### config.mk
export PLATFORM = sky130hd
export DESIGN_NAME = spiflash_read_arbiter
export DESIGN_NICKNAME = d
export VERILOG_FILES = /design/src/rtl/spiflash_arb_pkg.sv /design/src/rtl/spi_sck_gen.sv /design/src/rtl/spiflash_read_arbiter.sv
export SDC_FILE = /design/constraint.sdc
export NUM_CORES = 1
export LEC_CHECK = 0
export CAP_MARGIN = 20
export CORE_MARGIN = 3
export CORE_UTILIZATION = 30
export CTS_CLUSTER_DIAMETER = 200
export CTS_CLUSTER_SIZE = 24
export DETAILED_ROUTE_END_ITERATION = 12
export GPL_ROUTABILITY_DRIVEN = 0
export HOLD_SLACK_MARGIN = 0.1
export PLACE_DENSITY_LB_ADDON = 0.2
export SYNTH_ARGS = -nofsm -noshare
export SYNTH_HDL_FRONTEND = slang
export SYNTH_HIERARCHICAL = 1
export SYNTH_SLANG_ARGS = --single-unit
### constraint.sdc
create_clock -name sys_clk -period 3.15 [get_ports sys_clk]
set_input_delay 0.315 -clock sys_clk [delete_from_list [all_inputs] [get_ports sys_clk]]
set_output_delay 0.315 -clock sys_clk [all_outputs]
set_load 0.005 [all_outputs]
### src/rtl/spiflash_arb_pkg.sv
// Shared types and constants for the two-port SPI flash word-read arbiter.
package spiflash_arb_pkg;

   typedef enum logic [1:0] {IDLE, SETUP, SHIFT, DONE} state_t;

   localparam logic [7:0] CMD_READ   = 8'h03;
   localparam int         FRAME_BITS = 64;
   localparam int         DATA_BITS  = 32;

   // Flash streams bytes MSB first, lowest byte address first; the shift register
   // therefore holds the first received byte in its top data byte.
   function automatic logic [DATA_BITS-1:0] byte_order(input logic [DATA_BITS-1:0] s);
      return {s[7:0], s[15:8], s[23:16], s[31:24]};
   endfunction

endpackage

### src/rtl/spi_sck_gen.sv
// SCK phase timing: DIV-cycle phases, mode-0 clock level, per-bit sample tick and frame end.
module spi_sck_gen
   import spiflash_arb_pkg::*;
#(
   parameter int DIV = 2
) (
   input  logic       clk,
   input  logic       rst_n,
   input  logic       en,
   input  logic       shift_en,
   output logic       sck,
   output logic       phase_end,
   output logic       sample_tick,
   output logic       frame_end,
   output logic [6:0] bit_cnt
);

   logic [7:0] phase_cnt;

   assign phase_end   = en && (phase_cnt == 8'(DIV - 1));
   // Last cycle of a high phase: miso is captured and mosi advances on this edge.
   assign sample_tick = phase_end && shift_en && sck;
   assign frame_end   = phase_end && shift_en && !sck && (bit_cnt == 7'(FRAME_BITS));

   always_ff @(posedge clk or negedge rst_n) begin
      if (!rst_n) begin
         phase_cnt <= '0;
         sck       <= 1'b0;
         bit_cnt   <= '0;
      end else if (!en) begin
         phase_cnt <= '0;
         sck       <= 1'b0;
         bit_cnt   <= '0;
      end else begin
         phase_cnt <= phase_end ? 8'd0 : phase_cnt + 8'd1;
         if (phase_end) begin
            if (!shift_en) begin
               sck <= 1'b1;
            end else if (sck) begin
               sck     <= 1'b0;
               bit_cnt <= bit_cnt + 7'd1;
            end else begin
               // After the last bit the low phase doubles as CS hold time.
               sck <= (bit_cnt != 7'(FRAME_BITS));
            end
         end
      end
   end

endmodule

### src/rtl/spiflash_read_arbiter.sv
// Round-robin arbiter sharing one SPI flash between two word-read ports; each grant
// runs one READ (0x03) frame and returns the word with a one-cycle ack.
module spiflash_read_arbiter
   import spiflash_arb_pkg::*;
#(
   parameter int DIV    = 2,
   parameter int ADDR_W = 24
) (
   input  logic              sys_clk,
   input  logic              sys_rst_n,
   input  logic              req0_valid,
   input  logic [ADDR_W-1:0] req0_addr,
   output logic              req0_ack,
   output logic [31:0]       req0_rdata,
   input  logic              req1_valid,
   input  logic [ADDR_W-1:0] req1_addr,
   output logic              req1_ack,
   output logic [31:0]       req1_rdata,
   output logic              spiflash_cs_n,
   output logic              spiflash_clk,
   output logic              spiflash_mosi,
   input  logic              spiflash_miso,
   output logic              busy
);

   state_t                state;
   logic                  port;
   logic                  last_port;
   logic [FRAME_BITS-1:0] shift;
   logic                  grant1;
   logic                  sck_en;
   logic                  shift_en;
   logic                  phase_end;
   logic                  sample_tick;
   logic                  frame_end;
   logic [6:0]            bit_cnt;

   assign sck_en   = (state == SETUP) || (state == SHIFT);
   assign shift_en = (state == SHIFT);
   assign grant1   = req1_valid && (!req0_valid || !last_port);

   spi_sck_gen #(.DIV(DIV)) u_sck_gen (
      .clk         (sys_clk),
      .rst_n       (sys_rst_n),
      .en          (sck_en),
      .shift_en    (shift_en),
      .sck         (spiflash_clk),
      .phase_end   (phase_end),
      .sample_tick (sample_tick),
      .frame_end   (frame_end),
      .bit_cnt     (bit_cnt)
   );

   always_ff @(posedge sys_clk or negedge sys_rst_n) begin
      if (!sys_rst_n) begin
         state         <= IDLE;
         port          <= 1'b0;
         last_port     <= 1'b1;  // pretend port 1 went last so port 0 wins the first tie
         shift         <= '0;
         spiflash_cs_n <= 1'b1;
         spiflash_mosi <= 1'b0;
         req0_ack      <= 1'b0;
         req1_ack      <= 1'b0;
         req0_rdata    <= '0;
         req1_rdata    <= '0;
         busy          <= 1'b0;
      end else begin
         case (state)
            IDLE: begin
               if (req0_valid || req1_valid) begin
                  port          <= grant1;
                  shift         <= {CMD_READ, (grant1 ? req1_addr : req0_addr), {DATA_BITS{1'b0}}};
                  spiflash_mosi <= CMD_READ[7];
                  spiflash_cs_n <= 1'b0;
                  busy          <= 1'b1;
                  state         <= SETUP;
               end
            end
            SETUP: begin
               if (phase_end) state <= SHIFT;
            end
            SHIFT: begin
               if (sample_tick) begin
                  shift         <= {shift[FRAME_BITS-2:0], spiflash_miso};
                  spiflash_mosi <= (bit_cnt < 7'(DATA_BITS - 1)) ? shift[FRAME_BITS-2] : 1'b0;
               end
               if (frame_end) begin
                  spiflash_cs_n <= 1'b1;
                  if (port) begin
                     req1_ack   <= 1'b1;
                     req1_rdata <= byte_order(shift[DATA_BITS-1:0]);
                  end else begin
                     req0_ack   <= 1'b1;
                     req0_rdata <= byte_order(shift[DATA_BITS-1:0]);
                  end
                  state <= DONE;
               end
            end
            DONE: begin
               req0_ack  <= 1'b0;
               req1_ack  <= 1'b0;
               busy      <= 1'b0;
               last_port <= port;
               state     <= IDLE;
            end
            default: state <= IDLE;
         endcase
      end
   end

endmodule

==> impl_metrics.py <==
metrics = {
    "run_status": {
        "status": "completed",
    },
    "finish": {
        "diodes": 0,
        "multiInputGateArea_um2": 2920,
        "nFillCells": 2170,
        "regArea_um2": 3810,
        "areaGrowthSynthToFinish_pct": 31.6,
        "nets": 798,
        "finish.utilization_pct": 40.3,
        "drive_above_1_share_pct": 16.7,
    },
    "clocking": {
        "htree_num_levels": 4,
        "cts.path.max_buffers": 2,
        "cts_root_buf": "clkbuf_16",
        "clk-insertion-delay-late_ps": 410,
        "numCtsBuffers": 17,
        "cts_tree": "done",
        "clkSlewWorstSetupHoldPaths_ps": 60,
        "ctsHoldBuffers": 1,
        "clkSinkCount": 152,
        "cts_setup_buffers": 0,
        "cts_resized": 0,
    },
    "sta": {
        "tightest_slew_ps": 823,
        "finClkSkew_ps": 8.67,
        "setup_tns_ps": 0,
        "slew_viol_final": 0,
        "hold_viol_final": 0,
        "min_period_ps": 2880,
        "holdWs_ps": 341,
        "fin_crit_sh_pct": 91.4,
        "relSlewSlack_pct": 45.0,
        "setup_viol": 0,
        "max_freq_ghz": 0.347,
        "rsz0062_at_grt": "false",
    },
    "drt": {
        "viasPerCell": 5.03,
        "ant_nets": 0,
        "drtIter0Drc": 243,
        "drc": 0,
        "drt-pass1-iter-count": 6,
        "wl_um": 16500,
        "wl_per_cell_um": 16.0,
        "vias": 5204,
    },
    "synth": {
        "yosysSeqAreaShare_pct": 54.7,
        "yosysWarnings": 6,
        "syn_avg_cell_area_um2": 11.1,
        "synth_seq_cells": 152,
        "synth_cells": 627,
        "ys_types": 43,
        "syn_nets": 689,
        "synth_area_um2": 6960,
    },
    "setup_path": {
        "cp.required_ps": 3440,
        "path_common_cell": "inv_1",
        "crit_chain": "inv_1, ha_1, or3b_2, or2_4, nor3_1, inv_1, or3_2, buf_12, mux2_4",
        "worst-setup-path-type": "register to register",
        "cp_data_arrival_time_ps": 3170,
        "cp_top_family": "simple AND/OR/NAND/NOR gates",
        "worstSetupStartpointType": "register",
        "worst-path-max-fanout": 32,
        "cp_slowest_cell": "or3_2",
        "endpoint_kind": "register",
        "cpPeakStageDelay_ps": 490,
        "crit_buf_inv": 3,
    },
    "die": {
        "io_pins": 123,
        "dieArea_um2": 25100,
        "coreArea_um2": 22700,
        "std_cell_rows": 55,
        "die_w_um": 158,
        "start_util_pct": 30.6,
        "fp.dieH_um": 158,
    },
    "grt": {
        "grtUsageTotal_pct": 13.9,
        "antenna_found_initial": 0,
        "grt_max_degree": 125,
        "grt_pass1_vias": 5358,
        "grt_remaining_overflow": 0,
        "grt_first_pass_wirelength_um": 27900,
    },
    "power": {
        "p_leak_nw": 4.13,
        "peakVddDrop_mv": 0.263,
        "power_density_nw_per_um2": 476,
    },
    "place": {
        "hpwl_um": 10700,
        "port_buffers": 122,
    },
    "flow_run": {
        "maxCapViolations": 0,
    },
    "worst_hold_path": {
        "worstHoldPathType": "input port to async pin",
    },
}
## metrics by stage
stage / setup slack, ps / instances / total power (W) / instance area (um2)
2_1_floorplan: 238 / 627 / 0.00208 / 6960
3_3_place_gp: 309 / 1001 / 0.00220 / 8500
3_5_place_dp: 280 / 1001 / 0.00221 / 8500
4_1_cts: 261 / 1034 / 0.00443 / 9150
5_1_grt: 71.9 / 1034 / 0.00454 / 9150
6_report: 271 / 1034 / 0.00436 / 9150
## metal layers
layer  routed length [um]  vias to the layer above  global-route usage, %  part of all wire, %
met5                    0                        -                      0                    0
met4                   98                        0                   3.65                 0.59
met3                  755                        6                   3.83                  4.6
met2                 7770                      142                   22.5                   47
met1                 7890                     2595                   18.6                   48
li1                     -                     2461                      -                    -
## cells in the mapped netlist, drive strengths merged
library cell	number	share of area, %
o2bb2ai	2	0.25
o21ai	111	8.0
and2	24	2.2
buf	12	1.1
o21bai	1	0.11
nor2	36	1.9
nor3b	1	0.18
nand2b	7	0.63
nand4	4	0.36
nor4bb	1	0.14
or2	2	0.22
o31ai	25	2.7
a41oi	1	0.13
a31oi	1	0.090
nand2	53	2.9
o2bb2a	1	0.14
nand3	9	0.65
a32o	1	0.14
o311ai	1	0.13
clkbuf	36	1.9
dfrtp	150	54
o311a	1	0.14
dfstp	2	0.76
or3b	1	0.13
a221oi	25	3.1
a21bo	1	0.14
a21oi	4	0.29
xor2	2	0.25
ha	9	1.6
mux2	66	12
or4	1	0.11
xnor2	1	0.13
nor4	4	0.36
mux2i	10	1.4
nor3	3	0.22
or3	6	0.54
inv	12	0.65
## final cells by class
| class | count | share of cell area [%] |
|---|---|---|
| flip-flops and latches | 152 | 41.6 |
| multi-input cells | 415 | 31.9 |
| repair buffers | 138 | 15.1 |
| clock buffers | 21 | 5.14 |
| well taps | 285 | 3.90 |
| clock inverters | 11 | 1.85 |
| inverters | 12 | 0.492 |
## report_power, final
part | switching (W) | internal, W | total, W
clock network | 0.000797 | 0.00139 | 0.00219
registers | 0.0000181 | 0.00198 | 0.00200
logic | 0.0000801 | 0.0000888 | 0.000169
total | 0.000895 | 0.00346 | 0.00436
## state kept, by name, indices dropped and copies added (netlist names), 2 cells and up
name and count:
shift 63, req0_rdata 32, req1_rdata 32, u_sck_gen/phase_cnt 8, u_sck_gen/bit_cnt 7, state 2
## cells by family after synthesis
group / share of synthesized area [%]
xor gates and xnor gates: 0.378
DFF: 54.7
and+or+nand+nor: 10.5
muxes: 13.7
adders and majority gates: 1.62
buffers and inverters: 3.67
AOI/OAI and AO/OA: 15.4
## worst reg2reg max path: cells and delay by family (launching register included)
kind	cells	cell delay, ps
buffers and inverters	3	400
adders and majority gates	1	120
muxes	1	340
and+or+nand+nor	4	1490
DFF	1	420
## path summary, 6_finish.rpt
check                                            startpoint                               end  slack [ps]  cells after the start
setup reg to reg           u_sck_gen/phase_cnt[1]$_DFF_PN0_        req0_rdata[14]$_DFFE_PN0P_         270                      9
max in group asynchronous                         sys_rst_n        req0_rdata[14]$_DFFE_PN0P_        1850                      3
setup / recovery           u_sck_gen/phase_cnt[1]$_DFF_PN0_        req0_rdata[14]$_DFFE_PN0P_         270                      9
hold reg to reg                   req1_rdata[5]$_DFFE_PN0P_         req1_rdata[5]$_DFFE_PN0P_         500                      1
min in group sys_clk                          spiflash_miso              shift[0]$_DFFE_PN0P_         490                      3
hold / removal                                    sys_rst_n  u_sck_gen/phase_cnt[2]$_DFF_PN0_         340                      2
## cell usage in the layout, fill, tap and decap left out, types with 3 or more instances in the layout
| master | instances |
|---|---|
| nor4_1 | 4 |
| buf_12 | 3 |
| dfrtp_1 | 150 |
| o31ai_1 | 25 |
| nor3_1 | 3 |
| ha_1 | 8 |
| buf_4 | 12 |
| nand2_1 | 53 |
| nand4_1 | 4 |
| mux2i_1 | 9 |
| mux2_4 | 30 |
| clkbuf_8 | 3 |
| and2_1 | 24 |
| clkbuf_16 | 17 |
| nor2_1 | 36 |
| a221oi_1 | 25 |
| nand2b_1 | 7 |
| o21ai_0 | 107 |
| bufinv_16 | 4 |
| clkinv_2 | 3 |
| nand3_1 | 8 |
| a21oi_1 | 4 |
| mux2_2 | 36 |
| inv_1 | 11 |
| or3_1 | 5 |
| clkdlybuf4s50_1 | 121 |
| o21ai_1 | 4 |
Power figures use the tool's default switching activity.
